File: src/rtl/cycle_sequencer_if.sv
// Handshake bundle between the instruction-cycle sequencer and the core around it.
// The slave side is the sequencer itself; the master side drives run, the ROM word and execute requests.
interface cycle_sequencer_if #(
  parameter int PC_WIDTH = 8
);
  logic                run;
  logic [7:0]          prog_data;
  logic                branch_req;
  logic [PC_WIDTH-1:0] branch_target;
  logic                skip_req;
  logic                clk1;
  logic                clk2;
  logic                clk3;
  logic                clk4;
  logic [PC_WIDTH-1:0] pc;
  logic [7:0]          inst_reg;
  logic                inst_valid;

  modport master (
    output run, prog_data, branch_req, branch_target, skip_req,
    input  clk1, clk2, clk3, clk4, pc, inst_reg, inst_valid
  );

  modport slave (
    input  run, prog_data, branch_req, branch_target, skip_req,
    output clk1, clk2, clk3, clk4, pc, inst_reg, inst_valid
  );
endinterface

File: src/rtl/cycle_sequencer.sv
// Four-phase instruction-cycle controller with 2-stage fetch/execute; pc and inst_reg update on the edge leaving Q4.
// Branch/skip cost one NOP bubble cycle; run=0 is honoured only at the end of Q4 so a cycle always completes.
module cycle_sequencer #(
  parameter int         PC_WIDTH = 8,
  parameter logic [7:0] NOP_WORD = 8'h00
) (
  input logic               clk,
  input logic               rst_n,
  cycle_sequencer_if.slave  bus
);

  typedef enum logic {IDLE, RUN} state_t;

  state_t              state;
  logic [3:0]          phase;
  logic [PC_WIDTH-1:0] pc_q;
  logic [7:0]          inst_q;
  logic                valid_q;
  logic                pend_branch;
  logic                pend_skip;
  logic [PC_WIDTH-1:0] pend_tgt;

  assign bus.clk1       = phase[0];
  assign bus.clk2       = phase[1];
  assign bus.clk3       = phase[2];
  assign bus.clk4       = phase[3];
  assign bus.pc         = pc_q;
  assign bus.inst_reg   = inst_q;
  assign bus.inst_valid = valid_q;

  always_ff @(posedge clk or negedge rst_n) begin
    if (!rst_n) begin
      state       <= IDLE;
      phase       <= 4'b0000;
      pc_q        <= '0;
      inst_q      <= NOP_WORD;
      valid_q     <= 1'b0;
      pend_branch <= 1'b0;
      pend_skip   <= 1'b0;
      pend_tgt    <= '0;
    end else begin
      case (state)
        IDLE: begin
          if (bus.run) begin
            state <= RUN;
            phase <= 4'b0001;
          end
        end
        RUN: begin
          if (phase[0]) begin
            phase <= 4'b0010;
          end else if (phase[1]) begin
            phase <= 4'b0100;
          end else if (phase[2]) begin
            phase <= 4'b1000;
            // a bubble in execute must never redirect or skip
            pend_branch <= bus.branch_req & valid_q;
            pend_skip   <= bus.skip_req & valid_q;
            if (valid_q) begin
              pend_tgt <= bus.branch_target;
            end
          end else begin
            if (pend_branch) begin
              pc_q    <= pend_tgt;
              inst_q  <= NOP_WORD;
              valid_q <= 1'b0;
            end else if (pend_skip) begin
              pc_q    <= pc_q + PC_WIDTH'(1);
              inst_q  <= NOP_WORD;
              valid_q <= 1'b0;
            end else begin
              pc_q    <= pc_q + PC_WIDTH'(1);
              inst_q  <= bus.prog_data;
              valid_q <= 1'b1;
            end
            pend_branch <= 1'b0;
            pend_skip   <= 1'b0;
            if (bus.run) begin
              phase <= 4'b0001;
            end else begin
              phase <= 4'b0000;
              state <= IDLE;
            end
          end
        end
        default: begin
          state <= IDLE;
          phase <= 4'b0000;
        end
      endcase
    end
  end

endmodule

File: src/flat_wrapper.sv
// flat-port wrapper written by rule: the top's interface ports become plain ports
module cycle_sequencer_flat 
#(
  parameter int         PC_WIDTH = 8,
  parameter logic [7:0] NOP_WORD = 8'h00
)
  (clk, rst_n, bus_run, bus_prog_data, bus_branch_req, bus_branch_target, bus_skip_req, bus_clk1, bus_clk2, bus_clk3, bus_clk4, bus_pc, bus_inst_reg, bus_inst_valid);
  cycle_sequencer_if #(.PC_WIDTH(PC_WIDTH)) bus_i ();
  input logic clk;
  input logic rst_n;
  input wire logic [$bits(bus_i.run)-1:0] bus_run;
  input wire logic [$bits(bus_i.prog_data)-1:0] bus_prog_data;
  input wire logic [$bits(bus_i.branch_req)-1:0] bus_branch_req;
  input wire logic [$bits(bus_i.branch_target)-1:0] bus_branch_target;
  input wire logic [$bits(bus_i.skip_req)-1:0] bus_skip_req;
  output wire logic [$bits(bus_i.clk1)-1:0] bus_clk1;
  output wire logic [$bits(bus_i.clk2)-1:0] bus_clk2;
  output wire logic [$bits(bus_i.clk3)-1:0] bus_clk3;
  output wire logic [$bits(bus_i.clk4)-1:0] bus_clk4;
  output wire logic [$bits(bus_i.pc)-1:0] bus_pc;
  output wire logic [$bits(bus_i.inst_reg)-1:0] bus_inst_reg;
  output wire logic [$bits(bus_i.inst_valid)-1:0] bus_inst_valid;
  assign bus_i.run = bus_run;
  assign bus_i.prog_data = bus_prog_data;
  assign bus_i.branch_req = bus_branch_req;
  assign bus_i.branch_target = bus_branch_target;
  assign bus_i.skip_req = bus_skip_req;
  assign bus_clk1 = bus_i.clk1;
  assign bus_clk2 = bus_i.clk2;
  assign bus_clk3 = bus_i.clk3;
  assign bus_clk4 = bus_i.clk4;
  assign bus_pc = bus_i.pc;
  assign bus_inst_reg = bus_i.inst_reg;
  assign bus_inst_valid = bus_i.inst_valid;
  cycle_sequencer #(.PC_WIDTH(PC_WIDTH), .NOP_WORD(NOP_WORD)) u_core (.clk(clk), .rst_n(rst_n), .bus(bus_i));
endmodule
File: config.mk
export PLATFORM = sky130hd
export DESIGN_NAME = cycle_sequencer_flat
export DESIGN_NICKNAME = d
export VERILOG_FILES = /design/src/rtl/cycle_sequencer_if.sv /design/src/rtl/cycle_sequencer.sv /design/src/flat_wrapper.sv
export SDC_FILE = /design/constraint.sdc
export NUM_CORES = 1
export LEC_CHECK = 0
export ABC_AREA = 1
export ABC_CLOCK_PERIOD_IN_PS = 1490
export CORE_MARGIN = 2
export CORE_UTILIZATION = 40
export CTS_CLUSTER_DIAMETER = 40
export DETAILED_ROUTE_END_ITERATION = 10
export GPL_TIMING_DRIVEN = 0
export PLACE_DENSITY = 0.74
export SLEW_MARGIN = 10
export SYNTH_ARGS = -nofsm -noshare
export SYNTH_HDL_FRONTEND = slang
export SYNTH_SLANG_ARGS = --single-unit
export TNS_END_PERCENT = 5
File: constraint.sdc
create_clock -name clk -period 1.49 [get_ports clk]
set_input_delay 0.298 -clock clk [delete_from_list [all_inputs] [get_ports clk]]
set_output_delay 0.298 -clock clk [all_outputs]
set_load 0.02 [all_outputs]
==> impl_metrics.tcl <==
set metrics [dict create \
    vias_per_cell 4.76 \
    fin_cells 279 \
    grt-busiest-layer "met2" \
    clock-sinks 32 \
    final_layout_size_suffix_gt1_share_pct 16.0 \
    cts_max_path_buffers 2 \
    cts_root_buffer "clkbuf_8" \
    synth_nets 204 \
    drc 0 \
    avgSynthCellArea_um2 8.68 \
    dr.pass1.iters 4 \
    max_stage_delay_ns 0.44 \
    post_synth_inst_count 182 \
    path_clk_slew_ns 0.07 \
    p_leak_nw 1.08 \
    setup_viol 0 \
    slowest_stage "dfrtp_1" \
    met2_usage_pct 27.3 \
    maxSlewHeadroom_pct 53.4 \
    drt-initial-drc-count 91 \
    start_util_pct 42.5 \
    ff_latch_area_um2 801 \
    synth_seq_cells 32 \
    grt.overflow.total 0 \
    port_buffers 41 \
    rsz0062_at_grt "false" \
    seq_area_frac_synth_pct 50.7 \
    rows 22 \
    drt_wl_total_um 3200 \
    diodes 0 \
    synthAdderAreaFrac_pct 0.792 \
    cts_tree "built" \
    wire_per_inst_um 11.5 \
    p_per_area_nw_per_um2 2150 \
    cts_buffers 5 \
    syn_area_um2 1580 \
    period_needed_ns 1.38 \
    dp.cells 271 \
    synth_compound_area_share_pct 10.7 \
    run_status "finished clean" \
    grt_pass1_wl_um 5440 \
    io_pins 42 \
    synth_cell_types 22 \
    worst_slew_pin_slew_ns 0.699 \
    finalHoldViolCount 0 \
    via_count 1328 \
    path_delay_family "flip-flops" \
    synth_top_family_by_area "simple AND/OR/NAND/NOR gates" \
    globalRouteMet3Util_pct 4.56 \
    postCtsHoldBufs 0 \
    cts-htree-levels 2 \
    synthMuxAreaShare_pct 0 \
    yosys.area_share.simple_pct 29.8 \
    finalCritPeriodShare_pct 92.7 \
    fillers 348 \
    layout.nets 252 \
    dieArea_um2 4470 \
    antenna_found_initial 0 \
    clkLatencyLatePin_ns 0.28 \
    startpoint_type "flop" \
    hold_class "primary input to async pin" \
    synth_xor_area_share_pct 0 \
    core-area_um2 3720 \
    dp_hpwl_um 2280 \
    grt_start_max_net_pins 33 \
    critical_path_arrival_ns 1.08 \
    grt_use_total_pct 16.4 \
    path_buf_inv 1 \
    cap_violations 0 \
    cts_setup_buffers 0 \
    cp_max_fo 4 \
    max_freq_mhz 724 \
    fin_skew_ns 0.00327 \
    ir_drop_mv 1.09 \
    critPathKind "flop to primary output" \
    ctsResizeCount 21 \
    ys.warnings.count 0 \
    final_core_util_pct 56.8 \
    multiInputGateArea_um2 652 \
    required_ns 1.19 \
    met1_usage_pct 19.4 \
    area_delta_synth_final_pct 33.7 \
    die_x_um 66.9 \
    grt_pass1_vias 1292 \
    maxSlewViolCount 0 \
    critical_path.cell_chain "dlygate4sd2_1" \
    die_h_um 66.9 \
    end_kind "primary output" \
    routabilityCongestion 0.827 \
    ant_nets 0 \
]
[placed cells by master, fill, tap and decap left out, drive strengths merged]
| cell type | count |
|---|---|
| nor3 | 1 |
| a31o | 1 |
| inv | 23 |
| clkinv | 2 |
| nand2 | 60 |
| o22ai | 3 |
| dfrtp | 32 |
| o21a | 1 |
| ha | 1 |
| clkbuf | 6 |
| a22oi | 1 |
| buf | 5 |
| nand3 | 20 |
| dlygate4sd2 | 21 |
| clkdlybuf4s50 | 19 |
| nand4 | 1 |
| o21ai | 17 |
| o31ai | 1 |
| nor2 | 16 |
[metrics by stage]
step                hold slack, ns  setup WS [ns]  area (um2)  power (mW)  TNS (ns)
finish                      0.0567          0.109        2110        4.53         0
global route                 0.116         0.0436        2110        4.90         0
CTS                         0.0885         0.0944        2110        4.58         0
detailed placement           0.394          0.131        2050        4.06         0
global placement             0.456         -0.512        2050        4.02    -16.32
floorplan                  0.00241          0.235        1580        3.17         0
[worst paths after layout]
| path | cells after the start | to | slack (ns) | start |
|---|---|---|---|---|
| max | 1 | bus_clk2 | 0.11 | u_core.phase[1]$_DFFE_PN0P_ |
| min | 1 | u_core.bus.pc[0]$_DFFE_PN0P_ | 0.06 | rst_n |
| max reg2reg | 5 | u_core.bus.pc[1]$_DFFE_PN0P_ | 0.15 | u_core.phase[1]$_DFFE_PN0P_ |
| min reg2reg | 2 | u_core.pend_tgt[2]$_DFFE_PN0P_ | 0.47 | u_core.pend_tgt[2]$_DFFE_PN0P_ |
| max in group asynchronous | 1 | u_core.bus.inst_reg[5]$_DFFE_PN0P_ | 0.98 | rst_n |
| min in group clk | 2 | u_core.pend_tgt[2]$_DFFE_PN0P_ | 0.47 | u_core.pend_tgt[2]$_DFFE_PN0P_ |
[synth_stat cells]
master	count	area share [%]
a22oi_1	1	0.48
a31o_2	1	0.55
buf_4	1	0.48
buf_6	3	2.1
dfrtp_1	32	51
ha_1	1	0.79
inv_1	18	4.3
inv_2	5	1.2
nand2_1	58	14
nand2_2	2	0.79
nand3_1	16	5.1
nand3_2	2	1.3
nand3_4	2	2.2
nand4_2	1	0.79
nor2_1	15	3.6
nor2_8	1	1.3
nor3_4	1	1.0
o21a_1	1	0.48
o21ai_0	8	2.5
o21ai_2	9	5.0
o22ai_1	3	1.2
o31ai_1	1	0.48
[cells by family after synthesis]
| logic type | Yosys count |
|---|---|
| compound gates | 24 |
| fa+ha+maj | 1 |
| buf+inv | 27 |
| flops | 32 |
| simple gates | 98 |
[power breakdown]
part	internal (mW)	total [mW]	switching (mW)
Combinational	0.848	2.23	1.39
Clock	0.368	0.692	0.324
Sequential	1.28	1.60	0.325
Total	2.50	4.53	2.04
[final cells by class]
type	count	area share, %
inverter	23	4.09
multi-input combinational	123	30.9
sequential	32	37.9
timing repair buffer	41	18.0
clock buffer	6	3.91
tap	48	2.84
clock inverter	2	0.474
buffer	4	1.95
[per-layer routing]
metal | part of all wire [%] | vias up
li1 | - | 676
met1 | 44 | 604
met2 | 48 | 43
met3 | 6.2 | 5
met4 | 1.3 | 0
met5 | 0 | -
Power figures use the tool's default switching activity.
